[src/rtl/id_ex_sb_if.sv]
// ID-to-EX issue bus: decode-side instruction fields, stage results and the registered
// ID/EX operands. The master is the decode side and the slave is the issue stage.
interface id_ex_sb_if #(
  parameter int unsigned XLEN   = 32,
  parameter int unsigned RAW    = 5,
  parameter int unsigned NSTAGE = 3
);
  logic                   i_flush;
  logic                   i_adv;
  logic                   i_id_vld;
  logic [RAW-1:0]         i_rs1_raddr;
  logic [RAW-1:0]         i_rs2_raddr;
  logic                   i_rs1_used;
  logic                   i_rs2_used;
  logic [RAW-1:0]         i_rd_waddr;
  logic                   i_rd_wen;
  logic                   i_is_load;
  logic [XLEN-1:0]        i_rs1_rdata;
  logic [XLEN-1:0]        i_rs2_rdata;
  logic [NSTAGE*XLEN-1:0] i_stg_res;
  logic                   o_stall;
  logic                   o_vld;
  logic [RAW-1:0]         o_rd_waddr;
  logic                   o_rd_wen;
  logic [XLEN-1:0]        o_op1;
  logic [XLEN-1:0]        o_op2;
  logic [3:0]             o_fwd1_sel;
  logic [3:0]             o_fwd2_sel;

  modport master (
    output i_flush, i_adv, i_id_vld, i_rs1_raddr, i_rs2_raddr, i_rs1_used, i_rs2_used,
           i_rd_waddr, i_rd_wen, i_is_load, i_rs1_rdata, i_rs2_rdata, i_stg_res,
    input  o_stall, o_vld, o_rd_waddr, o_rd_wen, o_op1, o_op2, o_fwd1_sel, o_fwd2_sel
  );

  modport slave (
    input  i_flush, i_adv, i_id_vld, i_rs1_raddr, i_rs2_raddr, i_rs1_used, i_rs2_used,
           i_rd_waddr, i_rd_wen, i_is_load, i_rs1_rdata, i_rs2_rdata, i_stg_res,
    output o_stall, o_vld, o_rd_waddr, o_rd_wen, o_op1, o_op2, o_fwd1_sel, o_fwd2_sel
  );
endinterface

[src/rtl/id_ex_sb.sv]
// ID/EX issue stage: scoreboard of in-flight destinations over NSTAGE stages, youngest-producer
// forwarding, load-use / latency hazard bubbles, flush and back-pressure.
module id_ex_sb #(
  parameter int unsigned XLEN     = 32,
  parameter int unsigned RAW      = 5,
  parameter int unsigned NSTAGE   = 3,
  parameter int unsigned LOAD_RDY = 1
) (
  input logic       i_clk,
  input logic       i_rst,
  id_ex_sb_if.slave bus
);

  logic           e_vld_q  [NSTAGE];
  logic [RAW-1:0] e_rd_q   [NSTAGE];
  logic           e_wen_q  [NSTAGE];
  logic           e_load_q [NSTAGE];

  logic [XLEN-1:0] op1_q, op2_q;
  logic [3:0]      sel1_q, sel2_q;

  logic [RAW-1:0]  rs_a    [2];
  logic            rs_u    [2];
  logic [XLEN-1:0] rf_d    [2];
  logic            hit     [2];
  int unsigned     idx     [2];
  logic            not_rdy [2];
  logic [XLEN-1:0] op_d    [2];
  logic [3:0]      sel_d   [2];
  logic            hazard;
  logic            issue;

  assign rs_a[0] = bus.i_rs1_raddr;
  assign rs_a[1] = bus.i_rs2_raddr;
  assign rs_u[0] = bus.i_rs1_used;
  assign rs_u[1] = bus.i_rs2_used;
  assign rf_d[0] = bus.i_rs1_rdata;
  assign rf_d[1] = bus.i_rs2_rdata;

  always_comb begin
    for (int s = 0; s < 2; s++) begin
      hit[s]     = 1'b0;
      idx[s]     = 0;
      not_rdy[s] = 1'b0;
      op_d[s]    = rf_d[s];
      sel_d[s]   = 4'd0;
      // Scan oldest to youngest so the youngest match is the one left standing.
      for (int k = NSTAGE - 1; k >= 0; k--) begin
        if (e_vld_q[k] && e_wen_q[k] && (e_rd_q[k] == rs_a[s]) && (rs_a[s] != '0) && rs_u[s]) begin
          hit[s] = 1'b1;
          idx[s] = k;
        end
      end
      if (hit[s]) begin
        not_rdy[s] = e_load_q[idx[s]] && (idx[s] < LOAD_RDY);
        if (!not_rdy[s]) begin
          op_d[s]  = bus.i_stg_res[idx[s]*XLEN +: XLEN];
          sel_d[s] = 4'(idx[s] + 1);
        end
      end
      if (rs_a[s] == '0) begin
        op_d[s]  = '0;
        sel_d[s] = 4'd0;
      end
    end
  end

  assign hazard      = (not_rdy[0] || not_rdy[1]) && bus.i_id_vld && !bus.i_flush;
  assign issue       = bus.i_id_vld && !hazard && !bus.i_flush;
  assign bus.o_stall = hazard || !bus.i_adv;

  always_ff @(posedge i_clk) begin
    if (i_rst) begin
      for (int k = 0; k < NSTAGE; k++) begin
        e_vld_q[k]  <= 1'b0;
        e_rd_q[k]   <= '0;
        e_wen_q[k]  <= 1'b0;
        e_load_q[k] <= 1'b0;
      end
      op1_q  <= '0;
      op2_q  <= '0;
      sel1_q <= 4'd0;
      sel2_q <= 4'd0;
    end else if (bus.i_adv) begin
      for (int k = NSTAGE - 1; k >= 1; k--) begin
        e_vld_q[k]  <= e_vld_q[k-1];
        e_rd_q[k]   <= e_rd_q[k-1];
        e_wen_q[k]  <= e_wen_q[k-1];
        e_load_q[k] <= e_load_q[k-1];
      end
      if (issue) begin
        e_vld_q[0]  <= 1'b1;
        e_rd_q[0]   <= bus.i_rd_waddr;
        e_wen_q[0]  <= bus.i_rd_wen;
        e_load_q[0] <= bus.i_is_load;
        op1_q       <= op_d[0];
        op2_q       <= op_d[1];
        sel1_q      <= sel_d[0];
        sel2_q      <= sel_d[1];
      end else begin
        e_vld_q[0]  <= 1'b0;
        e_rd_q[0]   <= '0;
        e_wen_q[0]  <= 1'b0;
        e_load_q[0] <= 1'b0;
        op1_q       <= '0;
        op2_q       <= '0;
        sel1_q      <= 4'd0;
        sel2_q      <= 4'd0;
      end
    end
  end

  assign bus.o_vld      = e_vld_q[0];
  assign bus.o_rd_waddr = e_rd_q[0];
  assign bus.o_rd_wen   = e_wen_q[0];
  assign bus.o_op1      = op1_q;
  assign bus.o_op2      = op2_q;
  assign bus.o_fwd1_sel = sel1_q;
  assign bus.o_fwd2_sel = sel2_q;

endmodule

[src/flat_wrapper.sv]
// flat-port wrapper written by rule: the top's interface ports become plain ports
module id_ex_sb_flat 
#(
  parameter int unsigned XLEN     = 32,
  parameter int unsigned RAW      = 5,
  parameter int unsigned NSTAGE   = 3,
  parameter int unsigned LOAD_RDY = 1
)
  (i_clk, i_rst, bus_i_flush, bus_i_adv, bus_i_id_vld, bus_i_rs1_raddr, bus_i_rs2_raddr, bus_i_rs1_used, bus_i_rs2_used, bus_i_rd_waddr, bus_i_rd_wen, bus_i_is_load, bus_i_rs1_rdata, bus_i_rs2_rdata, bus_i_stg_res, bus_o_stall, bus_o_vld, bus_o_rd_waddr, bus_o_rd_wen, bus_o_op1, bus_o_op2, bus_o_fwd1_sel, bus_o_fwd2_sel);
  id_ex_sb_if #(.XLEN(XLEN), .RAW(RAW), .NSTAGE(NSTAGE)) bus_i ();
  input logic i_clk;
  input logic i_rst;
  input wire logic [$bits(bus_i.i_flush)-1:0] bus_i_flush;
  input wire logic [$bits(bus_i.i_adv)-1:0] bus_i_adv;
  input wire logic [$bits(bus_i.i_id_vld)-1:0] bus_i_id_vld;
  input wire logic [$bits(bus_i.i_rs1_raddr)-1:0] bus_i_rs1_raddr;
  input wire logic [$bits(bus_i.i_rs2_raddr)-1:0] bus_i_rs2_raddr;
  input wire logic [$bits(bus_i.i_rs1_used)-1:0] bus_i_rs1_used;
  input wire logic [$bits(bus_i.i_rs2_used)-1:0] bus_i_rs2_used;
  input wire logic [$bits(bus_i.i_rd_waddr)-1:0] bus_i_rd_waddr;
  input wire logic [$bits(bus_i.i_rd_wen)-1:0] bus_i_rd_wen;
  input wire logic [$bits(bus_i.i_is_load)-1:0] bus_i_is_load;
  input wire logic [$bits(bus_i.i_rs1_rdata)-1:0] bus_i_rs1_rdata;
  input wire logic [$bits(bus_i.i_rs2_rdata)-1:0] bus_i_rs2_rdata;
  input wire logic [$bits(bus_i.i_stg_res)-1:0] bus_i_stg_res;
  output wire logic [$bits(bus_i.o_stall)-1:0] bus_o_stall;
  output wire logic [$bits(bus_i.o_vld)-1:0] bus_o_vld;
  output wire logic [$bits(bus_i.o_rd_waddr)-1:0] bus_o_rd_waddr;
  output wire logic [$bits(bus_i.o_rd_wen)-1:0] bus_o_rd_wen;
  output wire logic [$bits(bus_i.o_op1)-1:0] bus_o_op1;
  output wire logic [$bits(bus_i.o_op2)-1:0] bus_o_op2;
  output wire logic [$bits(bus_i.o_fwd1_sel)-1:0] bus_o_fwd1_sel;
  output wire logic [$bits(bus_i.o_fwd2_sel)-1:0] bus_o_fwd2_sel;
  assign bus_i.i_flush = bus_i_flush;
  assign bus_i.i_adv = bus_i_adv;
  assign bus_i.i_id_vld = bus_i_id_vld;
  assign bus_i.i_rs1_raddr = bus_i_rs1_raddr;
  assign bus_i.i_rs2_raddr = bus_i_rs2_raddr;
  assign bus_i.i_rs1_used = bus_i_rs1_used;
  assign bus_i.i_rs2_used = bus_i_rs2_used;
  assign bus_i.i_rd_waddr = bus_i_rd_waddr;
  assign bus_i.i_rd_wen = bus_i_rd_wen;
  assign bus_i.i_is_load = bus_i_is_load;
  assign bus_i.i_rs1_rdata = bus_i_rs1_rdata;
  assign bus_i.i_rs2_rdata = bus_i_rs2_rdata;
  assign bus_i.i_stg_res = bus_i_stg_res;
  assign bus_o_stall = bus_i.o_stall;
  assign bus_o_vld = bus_i.o_vld;
  assign bus_o_rd_waddr = bus_i.o_rd_waddr;
  assign bus_o_rd_wen = bus_i.o_rd_wen;
  assign bus_o_op1 = bus_i.o_op1;
  assign bus_o_op2 = bus_i.o_op2;
  assign bus_o_fwd1_sel = bus_i.o_fwd1_sel;
  assign bus_o_fwd2_sel = bus_i.o_fwd2_sel;
  id_ex_sb #(.XLEN(XLEN), .RAW(RAW), .NSTAGE(NSTAGE), .LOAD_RDY(LOAD_RDY)) u_core (.i_clk(i_clk), .i_rst(i_rst), .bus(bus_i));
endmodule
[config.mk]
export PLATFORM = sky130hd
export DESIGN_NAME = id_ex_sb_flat
export DESIGN_NICKNAME = d
export VERILOG_FILES = /design/src/rtl/id_ex_sb_if.sv /design/src/rtl/id_ex_sb.sv /design/src/flat_wrapper.sv
export SDC_FILE = /design/constraint.sdc
export NUM_CORES = 1
export LEC_CHECK = 0
export CORE_MARGIN = 5
export CORE_UTILIZATION = 40
export CTS_BUF_LIST = sky130_fd_sc_hd__clkbuf_16
export DETAILED_ROUTE_END_ITERATION = 7
export PLACE_DENSITY = 0.78
export SETUP_SLACK_MARGIN = 0.4
export SKIP_CTS_REPAIR_TIMING = 1
export SLEW_MARGIN = 20
export SYNTH_ARGS = -nofsm -noshare
export SYNTH_HDL_FRONTEND = slang
export SYNTH_SLANG_ARGS = --single-unit
[constraint.sdc]
create_clock -name i_clk -period 3.7 [get_ports i_clk]
set_input_delay 0.555 -clock i_clk [delete_from_list [all_inputs] [get_ports i_clk]]
set_output_delay 0.555 -clock i_clk [all_outputs]
set_load 0.02 [all_outputs]
* Yosys cells after proc, flatten, opt, wreduce, memory -nomap -nowiden *
Memory sizes are Yosys's and may differ from the RTL's.
Index checks and enable logic that the tools add are counted.

storage, ports and cells
  register bits after elaboration = 72
  latch bits = 0
  RAM bits = 24
  ROM bits = 0
  input port bits = 184
  output and inout bits = 80
  memories = 4

cells by class
  add/sub/neg operators = 2
  multipliers = 0
  div/mod/pow operators = 0
  $lt $le $gt $ge = 2
  equal/unequal tests = 6
  shift-type cells = 2
  muxes and demuxes = 59
  bitwise logic cells = 16
  reductions and logical operators = 36

memory list
  memory           depth  bits a word  rd ports  clocked after memory_dff  write ports  line            RTL
  u_core.e_rd_q    3      5            3         0                         3            id_ex_sb.sv:15  logic [RAW-1:0] e_rd_q [NSTAGE];
  u_core.e_load_q  3      1            4         0                         3            id_ex_sb.sv:17  logic e_load_q [NSTAGE];
  u_core.e_vld_q   3      1            3         0                         3            id_ex_sb.sv:14  logic e_vld_q [NSTAGE];
  u_core.e_wen_q   3      1            3         0                         3            id_ex_sb.sv:16  logic e_wen_q [NSTAGE];

operator list
  cell                                                        number
  two-way mux 32 bit                                          8
  indexed part select 96 x 8 -> 32 bit                        2
  two-way mux 1 bit                                           33
  two-way mux 4 bit                                           8
  == test 5 bit                                               6
  logical AND 1 bit                                           27
  two-way mux 5 bit                                           4
  bitwise OR 1 bit                                            16
  two-way mux 2 bit                                           6
  zero test 5 bit                                             2
  nonzero test 5 bit                                          2
  adder 2 x 1 -> 3 bit, second input constant                 2
  less-than comparator 2 x 1 -> 1 bit, second input constant  2
  zero test 1 bit                                             3
  logical OR 1 bit                                            2

* Depth between registers and ports, before layout *
An unclocked memory read counts as a cell.

  depth after elaboration = 23
  gate-level depth with buffers = 17

* Worst setup path before layout *
Ideal clock, no wire load.

  path type = input port to output port
  from = input bus_i_rs2_raddr[4]
  to = output bus_o_stall
  arrival = 3.157 ns
  data required time = 3.145 ns
  slack = -0.012 ns
  cell stages on the path = 12
  path buffers = 3
  cells stage by stage = buf_2 xnor2_1 nand4_1 nor3_2 nand4bb_1 buf_2 buf_1 ha_1 nand2_2 a221oi_2 a21oi_1 o21ai_0

on the way
  cells in the longest elaborated chain, start to end = 14
  elaborated cells between the ends (all ways) = 27
  classes of those cells = order compare (1); eq/ne (3); mux (7); reduce/logical (15); memory (1)

ends and longest elaborated chain
  item                                                                              line                RTL
  start, declared                                                                   flat_wrapper.sv:17  input wire logic [$bits(bus_i.i_rs2_raddr)-1:0] bus_i_rs2_raddr;
  == test 5 bit                                                                     id_ex_sb.sv:49      if (e_vld_q[k] && e_wen_q[k] && (e_rd_q[k] == rs_a[s]) && (rs_a[s] != '0) && rs_u[s]) begin
  logical AND 1 bit (3 in a row)                                                    id_ex_sb.sv:49
  two-way mux 2 bit (3 in a row)                                                    id_ex_sb.sv:49
  memory (3 x 1 bit) / less-than comparator 2 x 1 -> 1 bit (equally long branches)  -
  logical AND 1 bit                                                                 id_ex_sb.sv:55      not_rdy[s] = e_load_q[idx[s]] && (idx[s] < LOAD_RDY);
  two-way mux 1 bit (*)                                                             id_ex_sb.sv:54      if (hit[s]) begin
  logical OR 1 bit (*)                                                              id_ex_sb.sv:68      assign hazard = (not_rdy[0] || not_rdy[1]) && bus.i_id_vld && !bus.i_flush;
  logical AND 1 bit (*) (2 in a row)                                                id_ex_sb.sv:68
  logical OR 1 bit (*)                                                              id_ex_sb.sv:70      assign bus.o_stall = hazard || !bus.i_adv;
  end, declared                                                                     flat_wrapper.sv:26  output wire logic [$bits(bus_i.o_stall)-1:0] bus_o_stall;

Every way passes the cells marked *; elsewhere a longest branch is shown, timed or not.

* Final worst setup path *
  from = input bus_i_rs2_raddr[0]
  to = output bus_o_stall

Same word-level chain as after synthesis.

==> summary.md <==
| Metric | Value |
|---|---|
| Outcome | finished, final reports clean |
| Number of vias per cell after detailed routing | 5.38 |
| Pin count of the biggest net entering global routing | 71 |
| Layout Area Growth over Synthesis | 58.3% |
| Max-Slew Margin vs Limit | 42.1% |
| Critical Path Max Stage Delay | 0.56 ns |
| Buffers added on ports | 261 |
| Max FO, Critical Path | 3 |
| Number of nets still failing antenna checks after routing | 0 |
| Transition time at the pin with the least slew margin | 0.868 ns |
| Worst-case hold slack | 0.444 ns |
| Clock Tree Buf Depth | 2 |
| Overall Global Routing Usage | 24.5% |
| Wire length of the first global-routing pass | 34300 um |
| Setup Total Neg Slack | 0 ns |
| Number of placement rows | 44 |
| Vias after detailed routing | 6287 |
| Kind of start point of the critical path | input port |
| Worst Path Buf+Inv | 3 |
| Count of cell types in the netlist | 56 |
| Path class of the lowest-slack min-delay path | register to register |
| Static leakage power | 3.89 nW |
| Dpl hpwl | 16500 um |
| Number of global-route vias before repair | 6151 |
| Critical Path Slowest Stage Cell | sky130_fd_sc_hd__or4b_4 |
| Final setup vio count | 0 |
| DR pass1 iterations | 5 |
| Ports | 264 |
| Number of DRC markers in iteration 0 | 327 |
| Routed WL | 22100 um |
| CP cell instances | clkdlybuf4s50_1, buf_4, xnor2_1, nand4_1, or4b_4, a221oi_4, a21oi_2, o21ai_2, buf_6 |
| RSZ-0062 raised after global routing | false |
| DRC violation count after routing | 0 |
| Critical Path Sink Type | primary output |
| Average instance area after synthesis | 8.35 um^2 |
| Main flop type after synthesis | sky130_fd_sc_hd__dfxtp_1 |
| Antenna violations before repair | 2 |
| Root Buffer | sky130_fd_sc_hd__clkbuf_16 |
| Insertion delay of the later-clocked pin in the worst-skew pair | 0.34 ns |
| Die width | 132 um |
| Cell types with the largest area share after synthesis | sky130_fd_sc_hd__dfxtp_1 24%, sky130_fd_sc_hd__edfxtp_1 12%, sky130_fd_sc_hd__nand2_1 10% |
| Routed length per placed instance | 18.9 um |
| Final critical-path required period | 3.27 ns |
| Final worst path period share | 88.4% |
| Required time at the endpoint of the critical path | 3.14 ns |
| Minimum setup slack after placement | -0.297 ns |
| Worst clock skew on the final layout | 0.0119 ns |
| Clock tree from TritonCTS | yes |
| Maximum ir drop on the vdd rail | 0.217 mV |
| Total count of hold-check failures in the final report | 0 |
| Flop2flop setup slack | 0.75 ns |
| Clock transition time at the flip-flop clock pins of the worst setup and hold paths | 0.06 ns |
| Power per Cell Area | 277 mW/mm^2 |
| Most common library cell in the layout ignoring fill and taps | sky130_fd_sc_hd__clkdlybuf4s50_1 |
| Final net count | 1167 |
| Routability congestion estimate | 0.902 |
| Worst path setup slack after routing | 0.428 ns |
| Top Family by Delay on Critical Path | simple AND/OR/NAND/NOR gates |
| Cell type with the largest total area after synthesis | sky130_fd_sc_hd__dfxtp_1 |
| Cell area after technology mapping | 0.00595 mm^2 |
| H-Tree Level Count | 3 |
| Maximum clock rate | 306 MHz |
| Total number of yosys warnings | 0 |
| Sink Count | 94 |
| Max-capacitance violation count | 0 |
| Floorplan die height | 132 um |
| WP data arrival | 2.72 ns |
| Layout cell share with drive strength beyond 1 | 12.0% |
| Die ar. | 0.0174 mm^2 |
| Remaining global-route overflow | 0 |
| Share of async-settable or async-resettable flops after synthesis | 0% |
| Number of buffers added by the clock tree synthesis step | 9 |
| Number of enable flip-flop cells after synthesis | 24 |
| Starting utilization of the core area | 40.8% |
| Commonest cells after routing, fill and taps aside | 251 x sky130_fd_sc_hd__clkdlybuf4s50_1, 160 x sky130_fd_sc_hd__nand2_1, 70 x sky130_fd_sc_hd__dfxtp_1 |
| Flop and latch count out of synthesis | 94 |
| Synth Instances | 713 |
| Standard cell core area | 0.0146 mm^2 |
| Final Slew Violations | 0 |
| Post-synthesis sequential area ratio | 35.6% |
| Kind of critical path | input port to primary output |
| Area share of the largest cell type after synthesis | 23.5% |
per-layer routing:
layer | routed length [um] | track usage [%] | up-vias
met1 | 9110 | 30.7 | 2920
met5 | 8 | 0 | -
met4 | 703 | 8.97 | 2
li1 | - | - | 3072
met2 | 10700 | 41.4 | 248
met3 | 1580 | 5.31 | 45
layout make-up:
cell class	instances	area (um^2)
Multi-Input combinational cell	554	3600
Sequential cell	94	2120
Inverter	6	27.5
Antenna cell	1	2.50
Clock inverter	6	76.3
Tap cell	184	230
Clock buffer	10	250
Fill cell	1242	5170
Timing Repair Buffer	314	3120
path summary, 6_finish.rpt:
kind,endpoint,from,cells after the start
hold reg to reg,u_core.bus.o_op1[8],u_core.bus.o_op1[8],2
setup reg to reg,u_core.bus.o_op1[6],u_core.e_rd_q[0][7],14
hold / removal,u_core.bus.o_op1[8],u_core.bus.o_op1[8],2
setup / recovery,bus_o_stall,bus_i_rs2_raddr[0],9
logic make-up (layout without fill, tap and decap cells):
family          Yosys count  after routing  synth area share (%)
simple gates            270            270                  20.3
other cells               1              3                0.0630
mux                      48             48                  8.07
flops                    94             94                  35.6
buf+inv                  66            336                  6.39
fa+ha+maj                 4              4                 0.841
compound gates          200            200                  24.3
xor+xnor                 30             30                  4.41
cell usage after synthesis, types with 2 or more instances:
library cell               count
sky130_fd_sc_hd__nand2_1     161
sky130_fd_sc_hd__dfxtp_1      70
sky130_fd_sc_hd__a21oi_1      50
sky130_fd_sc_hd__nor2_1       49
sky130_fd_sc_hd__mux2i_1      48
sky130_fd_sc_hd__o21ai_1      44
sky130_fd_sc_hd__a311oi_1     32
sky130_fd_sc_hd__xnor2_1      27
sky130_fd_sc_hd__and2_1       25
sky130_fd_sc_hd__edfxtp_1     24
sky130_fd_sc_hd__clkbuf_1     22
sky130_fd_sc_hd__a21boi_1     17
sky130_fd_sc_hd__a22oi_2      16
sky130_fd_sc_hd__buf_4        16
sky130_fd_sc_hd__o221ai_1     16
sky130_fd_sc_hd__buf_2        12
sky130_fd_sc_hd__o21ai_0       8
sky130_fd_sc_hd__buf_6         7
sky130_fd_sc_hd__nand3_1       6
sky130_fd_sc_hd__inv_1         5
sky130_fd_sc_hd__nand4_1       5
sky130_fd_sc_hd__ha_1          4
sky130_fd_sc_hd__o31ai_1       4
sky130_fd_sc_hd__buf_1         3
sky130_fd_sc_hd__nand2b_1      3
sky130_fd_sc_hd__nor3_1        3
sky130_fd_sc_hd__xor2_1        3
sky130_fd_sc_hd__nor2b_1       2
sky130_fd_sc_hd__nor3_2        2
sky130_fd_sc_hd__o21ai_2       2
sky130_fd_sc_hd__or4_4         2
tightest hold or removal path, stage by stage (launching register included):
cell and delay (ns):
sky130_fd_sc_hd__dfxtp_1 0.31, sky130_fd_sc_hd__nand2_1 0.05, sky130_fd_sc_hd__o21ai_1 0.05
per-stage QoR:
step           total power [mW]  instance area, um^2  util [%]  cells
5_1_grt                    2.71                 9420      64.6   1169
2_1_floorplan              1.30                 5990         -    714
3_5_place_dp               1.61                 8980      61.5   1150
4_1_cts                    2.62                 9310      63.8   1166
6_report                   2.61                 9420      64.6   1169
3_3_place_gp               1.60                 8980      61.5   1150
flip-flops by register name (all words and copies together), names as in the netlist:
signal / flops
u_core.bus.o_op2: 32
u_core.e_vld_q: 3
u_core.bus.o_op1: 32
u_core.e_wen_q: 3
u_core.e_rd_q: 15
u_core.bus.o_fwd1_sel: 3
u_core.bus.o_fwd2_sel: 3
u_core.e_load_q: 3
power breakdown:
part / total (mW) / internal (mW) / switching [mW]
registers: 1.11 / 1.09 / 0.0254
logic: 0.479 / 0.289 / 0.190
clock network: 1.02 / 0.626 / 0.390
Note: power is estimated with default switching activity, not from simulation.
